`src/rtl/calc_pkg.sv`:
```
// Shared definitions for the calculator command scheduler: core status
// encodings, keypad command codes and the scheduler state type.
package calc_pkg;

    // Status values reported by the calc core
    localparam logic [1:0] ST_ERR     = 2'b00;
    localparam logic [1:0] ST_BUSY    = 2'b01;
    localparam logic [1:0] ST_READY   = 2'b10;
    localparam logic [1:0] ST_ILLEGAL = 2'b11;

    // Command codes presented to the core (digits 0-9 are passed as-is)
    localparam logic [3:0] CMD_ADD = 4'b1010;
    localparam logic [3:0] CMD_SUB = 4'b1011;
    localparam logic [3:0] CMD_MUL = 4'b1100;
    localparam logic [3:0] CMD_EQ  = 4'b1110;
    localparam logic [3:0] CMD_BS  = 4'b1111;
    localparam logic [3:0] CMD_BAD = 4'b1101;

    typedef enum logic [1:0] {
        S_IDLE,
        S_ISSUE,
        S_BUSY,
        S_ERROR
    } sched_state_t;

    // The core is faulted when it reports an error or an illegal status
    function automatic logic statusFault(input logic [1:0] status);
        return (status == ST_ERR) || (status == ST_ILLEGAL);
    endfunction

endpackage

```
`src/rtl/cmd_fifo.sv`:
```
// Small circular FIFO holding pending key codes. Purely a data buffer:
// it knows nothing about what the codes mean. Flush wins over push/pop.
module cmd_fifo #(
    parameter int DEPTH = 4,
    parameter int WIDTH = 4
) (
    input  logic                    clock,
    input  logic                    reset,
    input  logic                    flush_i,
    input  logic                    push_i,
    input  logic [WIDTH-1:0]        data_i,
    input  logic                    pop_i,
    output logic [WIDTH-1:0]        data_o,
    output logic [$clog2(DEPTH):0]  count_o
);

    localparam int AW = $clog2(DEPTH);
    localparam logic [AW-1:0] PTR_ONE = 1;
    localparam logic [AW:0]   CNT_ONE = 1;

    logic [WIDTH-1:0] mem_q [DEPTH];
    logic [AW-1:0]    wrPtr_q;
    logic [AW-1:0]    rdPtr_q;
    logic [AW:0]      count_q;

    assign data_o  = mem_q[rdPtr_q];
    assign count_o = count_q;

    // Storage array; written on every accepted push, never reset
    always_ff @(posedge clock) begin
        if (push_i && !flush_i) begin
            mem_q[wrPtr_q] <= data_i;
        end
    end

    // Pointers and occupancy; pointers wrap naturally since DEPTH is a power of two
    always_ff @(posedge clock or posedge reset) begin
        if (reset) begin
            wrPtr_q <= '0;
            rdPtr_q <= '0;
            count_q <= '0;
        end else if (flush_i) begin
            wrPtr_q <= '0;
            rdPtr_q <= '0;
            count_q <= '0;
        end else begin
            if (push_i) begin
                wrPtr_q <= wrPtr_q + PTR_ONE;
            end
            if (pop_i) begin
                rdPtr_q <= rdPtr_q + PTR_ONE;
            end
            case ({push_i, pop_i})
                2'b10:   count_q <= count_q + CNT_ONE;
                2'b01:   count_q <= count_q - CNT_ONE;
                default: count_q <= count_q;
            endcase
        end
    end

endmodule

```
`src/rtl/calc_cmd_sched.sv`:
```
// Command scheduler between the keypad and the calc core. Queues key codes,
// hands them to the core one at a time with a ready/busy/ready handshake,
// and recovers from core errors or hangs by pulsing the core reset.
module calc_cmd_sched
    import calc_pkg::*;
#(
    parameter int DEPTH   = 4,
    parameter int TIMEOUT = 1024
) (
    input  logic                    clock,
    input  logic                    reset,
    input  logic                    key_valid,
    input  logic [3:0]              key_code,
    output logic                    key_ready,
    input  logic                    clr,
    input  logic [1:0]              calc_status,
    output logic [3:0]              cmd,
    output logic                    calc_rst,
    output logic                    issue_active,
    output logic                    err,
    output logic                    timeout,
    output logic                    dropped,
    output logic [$clog2(DEPTH):0]  fifo_count
);

    localparam int CW = $clog2(DEPTH) + 1;
    localparam int TW = $clog2(TIMEOUT) + 1;
    localparam logic [CW-1:0] DEPTH_C   = CW'(DEPTH);
    localparam logic [TW-1:0] HANG_AT   = TW'(TIMEOUT - 2);
    localparam logic [TW-1:0] TIMER_ONE = 1;

    sched_state_t  state_q, state_d;
    logic [3:0]    cmd_q, cmd_d;
    logic [TW-1:0] timer_q, timer_d;
    logic          err_q, err_d;
    logic          timeout_q, timeout_d;
    logic          dropped_q, dropped_d;
    logic          calcRst_q, calcRst_d;
    logic          issueActive_q, issueActive_d;

    logic          push, pop, flush;
    logic          fault, hang;
    logic [3:0]    fifoHead;
    logic [CW-1:0] fifoCount;

    cmd_fifo #(
        .DEPTH (DEPTH),
        .WIDTH (4)
    ) u_fifo (
        .clock   (clock),
        .reset   (reset),
        .flush_i (flush),
        .push_i  (push),
        .data_i  (key_code),
        .pop_i   (pop),
        .data_o  (fifoHead),
        .count_o (fifoCount)
    );

    assign key_ready = (fifoCount < DEPTH_C) && (state_q != S_ERROR);
    assign push      = key_valid && key_ready && (key_code != CMD_BAD);
    assign fault     = statusFault(calc_status);
    // Incremented value would hit TIMEOUT-1 on this edge: declare a hang
    assign hang      = ((state_q == S_ISSUE) || (state_q == S_BUSY)) && (timer_q == HANG_AT);

    assign cmd          = cmd_q;
    assign calc_rst     = calcRst_q;
    assign issue_active = issueActive_q;
    assign err          = err_q;
    assign timeout      = timeout_q;
    assign dropped      = dropped_q;
    assign fifo_count   = fifoCount;

    // Next-state logic for the handshake FSM and all of its registered outputs
    always_comb begin
        state_d   = state_q;
        cmd_d     = cmd_q;
        timer_d   = timer_q;
        err_d     = err_q;
        timeout_d = timeout_q;
        calcRst_d = 1'b0;
        dropped_d = key_valid && ((state_q == S_ERROR) || (key_code == CMD_BAD));
        pop       = 1'b0;
        flush     = 1'b0;

        if ((state_q != S_ERROR) && (fault || hang)) begin
            state_d   = S_ERROR;
            cmd_d     = 4'd0;
            err_d     = 1'b1;
            timeout_d = !fault;
            flush     = 1'b1;
        end else begin
            case (state_q)
                S_IDLE: begin
                    if ((fifoCount != '0) && (calc_status == ST_READY)) begin
                        state_d = S_ISSUE;
                        pop     = 1'b1;
                        cmd_d   = fifoHead;
                        timer_d = '0;
                    end
                end
                S_ISSUE: begin
                    timer_d = timer_q + TIMER_ONE;
                    if (calc_status == ST_BUSY) begin
                        state_d = S_BUSY;
                    end
                end
                S_BUSY: begin
                    timer_d = timer_q + TIMER_ONE;
                    if (calc_status == ST_READY) begin
                        state_d = S_IDLE;
                    end
                end
                S_ERROR: begin
                    if (clr) begin
                        state_d   = S_IDLE;
                        calcRst_d = 1'b1;
                        err_d     = 1'b0;
                        timeout_d = 1'b0;
                    end
                end
                default: state_d = S_IDLE;
            endcase
        end

        issueActive_d = (state_d == S_ISSUE) || (state_d == S_BUSY);
    end

    // State and output registers; async reset abandons any command in flight
    always_ff @(posedge clock or posedge reset) begin
        if (reset) begin
            state_q       <= S_IDLE;
            cmd_q         <= 4'd0;
            timer_q       <= '0;
            err_q         <= 1'b0;
            timeout_q     <= 1'b0;
            dropped_q     <= 1'b0;
            calcRst_q     <= 1'b0;
            issueActive_q <= 1'b0;
        end else begin
            state_q       <= state_d;
            cmd_q         <= cmd_d;
            timer_q       <= timer_d;
            err_q         <= err_d;
            timeout_q     <= timeout_d;
            dropped_q     <= dropped_d;
            calcRst_q     <= calcRst_d;
            issueActive_q <= issueActive_d;
        end
    end

endmodule

```
`config.mk`:
```
export PLATFORM = sky130hd
export DESIGN_NAME = calc_cmd_sched
export DESIGN_NICKNAME = d
export VERILOG_FILES = /design/src/rtl/calc_pkg.sv /design/src/rtl/cmd_fifo.sv /design/src/rtl/calc_cmd_sched.sv
export SDC_FILE = /design/constraint.sdc
export NUM_CORES = 1
export LEC_CHECK = 0
export ABC_AREA = 1
export CAP_MARGIN = 10
export CORE_MARGIN = 5
export CORE_UTILIZATION = 60
export DETAILED_ROUTE_END_ITERATION = 8
export GPL_TIMING_DRIVEN = 0
export PLACE_DENSITY = 0.83
export REMOVE_ABC_BUFFERS = 1
export SYNTH_ARGS = -nofsm -noshare
export SYNTH_HDL_FRONTEND = slang
export SYNTH_SLANG_ARGS = --single-unit
```
`constraint.sdc`:
```
create_clock -name clock -period 3.9 [get_ports clock]
set_input_delay 0.78 -clock clock [delete_from_list [all_inputs] [get_ports clock]]
set_output_delay 0.78 -clock clock [all_outputs]
set_load 0.02 [all_outputs]
```
==> After elaboration in Yosys (flattened, before gate mapping) <==
Memory sizes are Yosys's and may differ from the RTL's.
Index checks and enable logic that the tools add are counted.
{ "totals": {"elab_cells": 94, "romBits": 0, "ramBits": 16, "mem_count": 1, "input_bits": 10, "latchBits": 0, "reg_bits": 29} }
{ "op_classes": {"shift": 0, "reduce_logical": 30, "multipliers": 0, "addsub": 5, "n_mux": 30, "div_mod_pow": 0, "order_cmp": 1, "bitwise_logic": 1, "eq_ne": 15} }
{ "mem_list": {"columns": ["memory", "depth", "width", "rd", "rd_ports_with_merged_regs", "wr", "line_no", "source"], "rows": [
  ["u_fifo.mem_q", 4, 4, 1, 0, 1, "cmd_fifo.sv:21", "logic [WIDTH-1:0] mem_q [DEPTH];"]
]} }
{ "op_table": {"columns": ["operator", "n"], "rows": [
  ["$pmux W11 S2", 1],
  ["$mux W2", 9],
  ["$reduce_bool A2 Y1", 7],
  ["$mux W1", 13],
  ["$eq A2 B2 Y1 const B", 6],
  ["$mux W4", 3],
  ["$add A11 B1 Y11 const B", 1],
  ["$eq A11 B10 Y1 const B", 1],
  ["$mux W11", 1],
  ["$eq A2 B1 Y1 const B", 4],
  ["$logic_and A1 B1 Y1", 8],
  ["$pmux W2 S4", 1],
  ["$pmux W3 S2", 1],
  ["$reduce_bool A3 Y1", 2],
  ["$logic_or A1 B1 Y1", 5],
  ["$add A2 B1 Y2 const B", 2],
  ["$eq A4 B4 Y1 const B", 1],
  ["$logic_not A2 Y1", 2],
  ["$ne A2 B2 Y1 const B", 2],
  ["$ne A4 B4 Y1 const B", 1],
  ["$reduce_and A2 Y1", 2],
  ["$add A3 B1 Y3 const B", 1],
  ["$lt A3 B3 Y1 const B", 1],
  ["$mux W3", 1],
  ["5 further kinds", 6]
]} }

==> Depth between registers and ports, before layout <==
Gate-level depths: netlist (run 1).
{ "logic_depth": {"word_depth": 10, "ltp_mapped": 14, "depth_no_buf": 14} }

==> By module <==
A second synthesis (run 1) with hierarchy kept.
{ "unflattened": {"cells_unflattened": 289, "area_unflattened_um2": 2423.6} }
{ "modules_own_cells": {"columns": ["mod", "seq_area_each_um2", "instances", "area_each_um2", "cells_per_inst"], "rows": [
  ["calc_cmd_sched", 550.5, 1, 1372.6, 189],
  ["cmd_fifo", 655.6, 1, 1051.0, 100]
]} }

==> Least setup slack after synthesis (run 1) <==
No wires, ideal clock.
{ "synth_path": {"kind": "input to register", "startpoint": "input port calc_status[0]", "endpoint": "register u_fifo.count_q[2] (netlist: u_fifo.count_o[2])", "setup_ns": 0.117, "n_path_buf": 0, "stages": 12, "t_arrival_ns": 2.078, "setup_slack_ns": 1.705, "path_cell_list": "inv_1 > ha_1 > inv_1 > nand2_4 > nand2_4 > nand3_2 > inv_1 > fa_1 > inv_1 > nand3_1 > nand3_1 > nand2_1"} }
{ "synth_via": {"elab_chain_len": 8} }
{ "synth_rtl": {"columns": ["element", "line_no", "source"], "rows": [
  ["from (decl)", "calc_cmd_sched.sv:16", "input logic [1:0] calc_status,"],
  ["$eq A2 B2 Y1, or another cell as far along", "calc_cmd_sched.sv:95", "if ((fifoCount != '0) && (calc_status == ST_READY)) begin"],
  ["$logic_and A1 B1 Y1 / $logic_or A1 B1 Y1 (equally long branches)", "calc_cmd_sched.sv:95, calc_pkg.sv:28", null],
  ["$mux W1 / $logic_or A1 B1 Y1 (equally long branches)", "calc_cmd_sched.sv:95, calc_cmd_sched.sv:86", null],
  ["$mux W1 / $logic_and A1 B1 Y1 (equally long branches)", "calc_cmd_sched.sv:93, calc_cmd_sched.sv:86", null],
  ["$mux W1", "calc_cmd_sched.sv:86", "if ((state_q != S_ERROR) && (fault || hang)) begin"],
  ["$eq A2 B1 Y1 / $eq A2 B2 Y1 (equally long branches)", "cmd_fifo.sv:53", "case ({push_i, pop_i})"],
  ["$pmux W3 S2", "cmd_fifo.sv:53", null],
  ["$mux W3", "cmd_fifo.sv:42", "end else if (flush_i) begin"],
  ["to (signal assigned)", "cmd_fifo.sv:54", "2'b10: count_q <= count_q + CNT_ONE;"],
  ["to (signal assigned)", "cmd_fifo.sv:55", "2'b01: count_q <= count_q - CNT_ONE;"],
  ["to (signal assigned)", "cmd_fifo.sv:56", "default: count_q <= count_q;"],
  ["to (decl)", "cmd_fifo.sv:24", "logic [AW:0] count_q;"]
]} }
Parallel ways exist; a longest one is shown, timed or not.
A chain may end at the register's enable or synchronous reset.

==> Worst setup path after layout (run 1) <==
Same ends and word-level chain as after synthesis.

==> summary.md, run 1 <==
| Metric | Value |
|---|---|
| Setup TNS | `0 ns` |
| Detailed placer's ending HPWL | `3.30 mm` |
| Max_cap viols | `0` |
| Hold_ws | `0.492 ns` |
| Compound-Gate Fraction of Synth Area | `0.0971` |
| # IOs | `23` |
| Count of antenna-violating nets left after detailed routing | `0` |
| FF+latch count, synth | `45` |
| Synthesized area per cell | `9.49 um2` |
| Core area | `between 3000 and 4000 um2` |
| Slew margin rel. | `0.720` |
| Multi-input logic area | `970 um2` |
| Slew @ Worst Pin | `0.418 ns` |
| Power density over the cells | `604 nW/um2` |
| WP data required | `4.09 ns` |
| Drt total wl | `4.45 mm` |
| Antenna violations before repair | `0` |
| Postcts setup bufs | `0` |
| Vias | `1724` |
| Total power | `1.64 mW` |
| Crit path DAT | `2.86 ns` |
| Routability cong. | `0.839` |
| Fin crit share | `0.684` |
| YS warnings | `0` |
| Worst-path clk slew | `0.08 ns` |
| Largest net degree at the start of global routing | `30` |
| Filler Cell Count | `~270` |
| # DRC | `0` |
| Floorplan row count | `22` |
| Syn Inst Count | `between 200 and 250` |
| Hold Path Class | `flop to flop` |
| Deepest clock path buffer count | `2` |
| Largest family of logic cells by synthesized area | `simple AND/OR/NAND/NOR gates` |
| Seq. cell area | `1210 um2` |
| # placed instances | `314` |
| CTS Hold Bufs | `0` |
| Cts repair resizes | `0` |
| Synth Flop Type | `dfrtp_1` |
| Nets | `just under 300` |
| Drt pass-1 iters | `4` |
| Initial Util | `0.631` |
| Tmin final | `between 2 and 3 ns` |
| Vias/cell | `5.34` |
| Synth Area in Simple Gates | `0.220` |
| Layout Skew | `0.00721 ns` |
| CP max FO | `17` |
| Die X-Extent | `72.5 um` |
| Clock Latency Late Sink | `0.30 ns` |
| Distinct cells, synth | `34` |
| CTS buffer count | `5` |
| Die Area | `around 5300 um2` |
| Die Height | `72.5 um` |
| Final max-slew violation count | `0` |
| Clk Tree Root Cell | `clkbuf_8` |
| Synthesized cell area | `approximately 2300 um2` |
| Synth Area in XOR/XNOR | `0.0187` |
| CP Class | `input port to flop` |
| Vias in the first global route | `1712` |
| Total GRT Usage | `0.195` |
| Crit end category | `flop` |
| First-pass GRT wire length | `7.80 mm` |
| Buffers on Ports | `22` |
| Post-Synth Adder-Cell Area | `0.0779` |
| Grt total ovfl | `0` |
| Post-synth EDFFs | `16` |
| Asr flop ratio synth | `0.644` |
| Layout Cells excl Fill | `323` |
| Peak supply drop | `0.290 mV` |
| Sequential-to-total area share from yosys stat | `0.514` |
| CTS tree | `done` |
| Ant. Diodes | `0` |
| P_leak | `1.19 nW` |
| Fmax | `0.375 GHz` |
| Outcome | `finished clean` |
| Iteration-0 DRC Markers | `201` |
| Area grow syn2layout | `15.7%` |
| # setup viols final | `0` |
| RSZ-0062 raised after global routing | `no` |
| Clock sinks | `between 40 and 50` |
| Layout cells sized above 1 | `0.0945` |
| Post-Route Utilization | `0.730` |
| Mux cell area share after synthesis | `0` |
| Final hold vios | `0` |
| CP Launch Type | `input port` |
| Routed wire per std cell | `13.8 um` |
| Max H-tree Level | `2` |
[per-layer routing]
| metal | share of wire | GRT usage |
|---|---|---|
| met4 | 0.018 | 0.0922 |
| met3 | 0.055 | 0.0443 |
| met1 | 0.43 | 0.255 |
| met2 | 0.49 | 0.308 |
| met5 | 0 | 0 |
[cell type report]
type / count / share of cell area
clock buffer: 8 / 0.0295
inverter: 39 / 0.0549
multi-input combinational: 160 / 0.357
sequential: 45 / 0.445
tap: 48 / 0.0221
timing repair buffer: 23 / 0.0913
[placed cells by master, fill, tap and decap left out, types with 4 or more instances in the layout]
master and n:
o21ai_0 8, nand2_1 45, a21oi_1 12, ha_1 13
inv_1 34, dfrtp_1 29, edfxtp_1 16, nor3_1 5
nand2_4 5, o31ai_1 4, nand3_1 17, clkbuf_8 5
nor2_1 19, a32o_1 4, xor2_1 4, clkdlybuf4s50_1 22
[flip-flops by register name, summed over array words and instances, names as in the netlist]
signal	count
u_fifo.rdPtr_q	2
calc_rst	1
cmd	4
u_fifo.wrPtr_q	2
u_fifo.mem_q	16
u_fifo.count_o	3
err	1
state_q	2
dropped	1
timeout	1
issue_active	1
timer_q	11
[Yosys cell counts (2+ instances only)]
| library cell | instances | share of area |
|---|---|---|
| nand3_1 | 17 | 0.036 |
| edfxtp_1 | 16 | 0.20 |
| nor3_1 | 5 | 0.011 |
| o22ai_1 | 3 | 0.0080 |
| nand2_4 | 5 | 0.024 |
| nand2_2 | 3 | 0.0080 |
| dfrtp_1 | 29 | 0.31 |
| nor2_1 | 19 | 0.030 |
| a21oi_1 | 12 | 0.026 |
| nand4_1 | 2 | 0.0053 |
| o21ai_1 | 3 | 0.0064 |
| nand2_1 | 45 | 0.072 |
| inv_2 | 3 | 0.0048 |
| a32o_1 | 4 | 0.017 |
| nor2_2 | 3 | 0.0080 |
| ha_1 | 13 | 0.069 |
| inv_1 | 34 | 0.054 |
| o21ai_0 | 8 | 0.017 |
| xor2_1 | 4 | 0.015 |
| nand3_2 | 2 | 0.0085 |
| o31ai_1 | 4 | 0.013 |
[where the power goes]
part	total (mW)	internal [mW]	switching, mW
sequential	0.662	0.585	0.0777
clock	0.272	0.127	0.145
combinational	0.705	0.267	0.439
total	1.64	0.979	0.661
[path summary, 6_finish.rpt]
path / slack, ns / depth (start not counted) / to / startpoint
worst max-delay path: 1.23 / 13 / u_fifo.count_o[2] / calc_status[0]
worst min-delay path: 0.49 / 2 / err / err
worst max register to register: 1.43 / 14 / u_fifo.count_o[2] / state_q[1]
worst min register to register: 0.49 / 2 / err / err
max in group asynchronous: 2.80 / 3 / cmd[0] / reset
min in group asynchronous: 0.70 / 2 / timer_q[5] / reset
[cells by family (layout without fill, tap and decap cells)]
kind of cell               count (synthesis)  after routing
DFF                                       45             45
AOI/OAI and AO/OA                         37             37
buffers and inverters                     42             70
adders and majority gates                 14             14
xor gates and xnor gates                   5              5
and+or+nand+nor                          104            104
[per-stage QoR]
stage | cell area, um2 | setup WS, ns
2_1_floorplan | 2320 | 1.66
3_3_place_gp | 2610 | 1.01
3_5_place_dp | 2610 | 0.961
4_1_cts | 2690 | 1.25
5_1_grt | 2710 | 1.07
6_report | 2710 | 1.23
[critical path, stage by stage]
cell,delay [ns]
clkdlybuf4s50_1,0.49
inv_1,0.05
ha_1,0.30
inv_1,0.07
nand2_4,0.11
nand2_4,0.15
nand3_2,0.14
inv_1,0.07
fa_1,0.39
inv_1,0.09
nand3_1,0.07
nand3_1,0.09
nand2_1,0.06
(Power assumes the default switching activity.)
==> run 2: changes to the inputs <==
--- a/config.mk
+++ b/config.mk
@@ -8,10 +8,10 @@
 export ABC_AREA = 1
 export CAP_MARGIN = 10
 export CORE_MARGIN = 5
-export CORE_UTILIZATION = 60
+export CORE_UTILIZATION = 51
 export DETAILED_ROUTE_END_ITERATION = 8
 export GPL_TIMING_DRIVEN = 0
-export PLACE_DENSITY = 0.83
+export PLACE_DENSITY = 0.75
 export REMOVE_ABC_BUFFERS = 1
 export SYNTH_ARGS = -nofsm -noshare
 export SYNTH_HDL_FRONTEND = slang
==> constraint.sdc (replaced) <==
create_clock -name clock -period 2.25 [get_ports clock]
set_input_delay 0.45 -clock clock [delete_from_list [all_inputs] [get_ports clock]]
set_output_delay 0.45 -clock clock [all_outputs]
set_load 0.02 [all_outputs]
==> summary.md, run 2 (same netlist as run 1, synthesis figures left out) <==
| Metric | Value |
|---|---|
| Die X-Extent | `77.8 um (+7.3%)` |
| Critical path, cell by cell | `buf_4, ha_1, nor2_1, nand3_1, nor2_1, inv_1, nor2_1` |
| Largest register FFs | `16 (unchanged)` |
| Fin crit share | `0.988` |
| Total GRT Usage | `0.153 (-0.0423)` |
| Slowest Stage Delay on Critical Path | `0.41 ns (-0.08 ns)` |
| Vias/cell | `5.15 (-3.6%)` |
| Largest net degree at the start of global routing | `30 (unchanged)` |
| Total power | `2.93 mW (+79%)` |
| RSZ-0062 raised after global routing | `yes` |
| Area grow syn2layout | `18.1%` |
| Most frequent cells in the layout | `nand2_1 (45), inv_1 (32), dfrtp_1 (29)` |
| # DRC | `0 (unchanged)` |
| CP Class | `flop to flop` |
| Final max-slew violation count | `0 (unchanged)` |
| Final hold vios | `0 (unchanged)` |
| Dpl ws | `-0.324 ns (-1.28 ns)` |
| Layout Skew | `0.0137 ns (+0.00650 ns)` |
| CP Launch Type | `flop` |
| Ant. Diodes | `0 (unchanged)` |
| Gate power share | `0.445 (+0.015)` |
| Floorplan row count | `24 (+9.1%)` |
| Seq pwr share | `0.389 (-0.015)` |
| Deepest clock path buffer count | `2 (unchanged)` |
| Clock sinks | `45 (unchanged)` |
| Antenna violations before repair | `0 (unchanged)` |
| Power density over the cells | `1060 nW/um2 (+75%)` |
| Cell mode on critical path | `nor2_1` |
| Worst path top cell family by delay | `simple AND/OR/NAND/NOR gates` |
| CTS buffer count | `5 (unchanged)` |
| Buffers on Ports | `22 (unchanged)` |
| Max_cap viols | `0 (unchanged)` |
| Die Area | `6050 um2 (+15%)` |
| Routability cong. | `0.829 (-1.1%)` |
| Layout cells sized above 1 | `0.126 (+0.0314)` |
| Initial Util | `0.531 (-0.0998)` |
| Largest reg by FF count | `u_fifo.mem_q` |
| Fmax | `between 0.4 and 0.5 GHz` |
| Crit path DAT | `2.18 ns (-0.68 ns)` |
| Max stage delay cell, worst path | `dfrtp_1` |
| Hold Path Class | `input port to async pin` |
| Slew margin rel. | `0.740 (+0.0196)` |
| Most common cell after layout, fill and taps aside | `nand2_1` |
| CTS Hold Bufs | `0 (unchanged)` |
| Clock Latency Late Sink | `0.29 ns (about the same)` |
| Vias in the first global route | `1678 (-2.0%)` |
| Crit path buf inv count | `2 (-3)` |
| Routed wire per std cell | `12.9 um (-6.1%)` |
| Int Power | `1.74 mW (+78%)` |
| P_leak | `1.21 nW (+1.4%)` |
| NetSw | `1.19 mW (+79%)` |
| Vias | `1698 (-1.5%)` |
| Layout Cells excl Fill | `330 (+2.2%)` |
| Crit end category | `flop` |
| Drt total wl | `4.27 mm (-4.1%)` |
| Drt pass-1 iters | `4 (unchanged)` |
| Tmin final | `between 2 and 2.5 ns` |
| Count of antenna-violating nets left after detailed routing | `0 (unchanged)` |
| Core area | `4410 um2 (+19%)` |
| Outcome | `finished clean` |
| Slew @ Worst Pin | `0.389 ns (-0.0293 ns)` |
| CTS tree | `done` |
| Peak supply drop | `0.431 mV (+48%)` |
| Worst-path clk slew | `0.09 ns (about the same)` |
| Max H-tree Level | `2 (unchanged)` |
| # IOs | `23 (unchanged)` |
| Clock power share | `0.166 (about the same)` |
| Grt total ovfl | `0 (unchanged)` |
| Switching share of power | `0.405 (+0.00160)` |
| # setup viols final | `0 (unchanged)` |
| Detailed placer's ending HPWL | `3.15 mm (-4.7%)` |
| Post-Route Utilization | `0.627 (-0.103)` |
| Die Height | `77.8 um (+7.3%)` |
| # placed instances | `318 (+1.3%)` |
| CP max FO | `5 (-12)` |
| WP data required | `2.21 ns (-1.88 ns)` |
| Clk Tree Root Cell | `clkbuf_8` |
| Nets | `301 (+1.0%)` |
| Setup TNS | `0 ns (unchanged)` |
| Iteration-0 DRC Markers | `90 (-55%)` |
| First-pass GRT wire length | `7.54 mm (-3.3%)` |
| Final setup margin | `0.0265 ns (-1.20 ns)` |
## run 2: cell count changes in the layout (fill, tap and decap cells not counted), moves of 2 or more
cell / change
inv_1: -2
buf_4: +3
inv_2: +2
clkbuf_1: -3
## run 2: cell type report
cell class / count / area (um2)
timing repair buffer: 26 / 269
clock buffer: 5 / 68.8
tap: 52 / 65.1
clock inverter: 3 / 17.5
fill: 352 / 1650
sequential: 45 / 1210
inverter: 39 / 149
multi-input combinational: 160 / 993
## run 2: repair_timing
| action | 4_1_cts | 5_1_grt |
|---|---|---|
| pin swaps | 0 | 1 |
| setup buffers | 2 | 1 |
| endpoints found under the setup margin | 3 | 18 |
| resized for setup | 4 | 3 |
## run 2: layer usage
layer,wire [um],track usage
met3,189,0.0405
met1,1980,0.190
met2,2040,0.260
met4,56,0.0430
met5,0,0
## run 2: power by group through the flow
| stage | sequential [mW] | combinational (mW) | clock, mW |
|---|---|---|---|
| 2_1_floorplan | 1.22 | 0.777 | 0 |
| 3_3_place_gp | 1.16 | 1.19 | 0 |
| 3_5_place_dp | 1.16 | 1.21 | 0 |
| 4_1_cts | 1.14 | 1.29 | 0.498 |
| 5_1_grt | 1.16 | 1.45 | 0.545 |
| 6_report | 1.14 | 1.30 | 0.487 |
## run 2: path summary, 6_finish.rpt
kind	start	endpoint	slack, ns	cells after the start
hold / removal	reset	timer_q[4]	0.42	2
setup reg to reg	state_q[0]	u_fifo.mem_q[0][1]	0.03	7
hold reg to reg	err	err	0.50	2
min in group clock	err	err	0.50	2
max in group asynchronous	reset	u_fifo.rdPtr_q[0]	1.40	3
setup / recovery	state_q[0]	u_fifo.mem_q[0][1]	0.03	7
## run 2: metrics by stage
| step | instance area (um2) | hold slack (ns) |
|---|---|---|
| after floorplan | 2320 | 0.483 |
| after global placement | 2610 | 0.480 |
| after detailed placement | 2610 | 0.484 |
| after CTS | 2730 | 0.507 |
| after global routing | 2770 | 0.438 |
| final | 2770 | 0.421 |
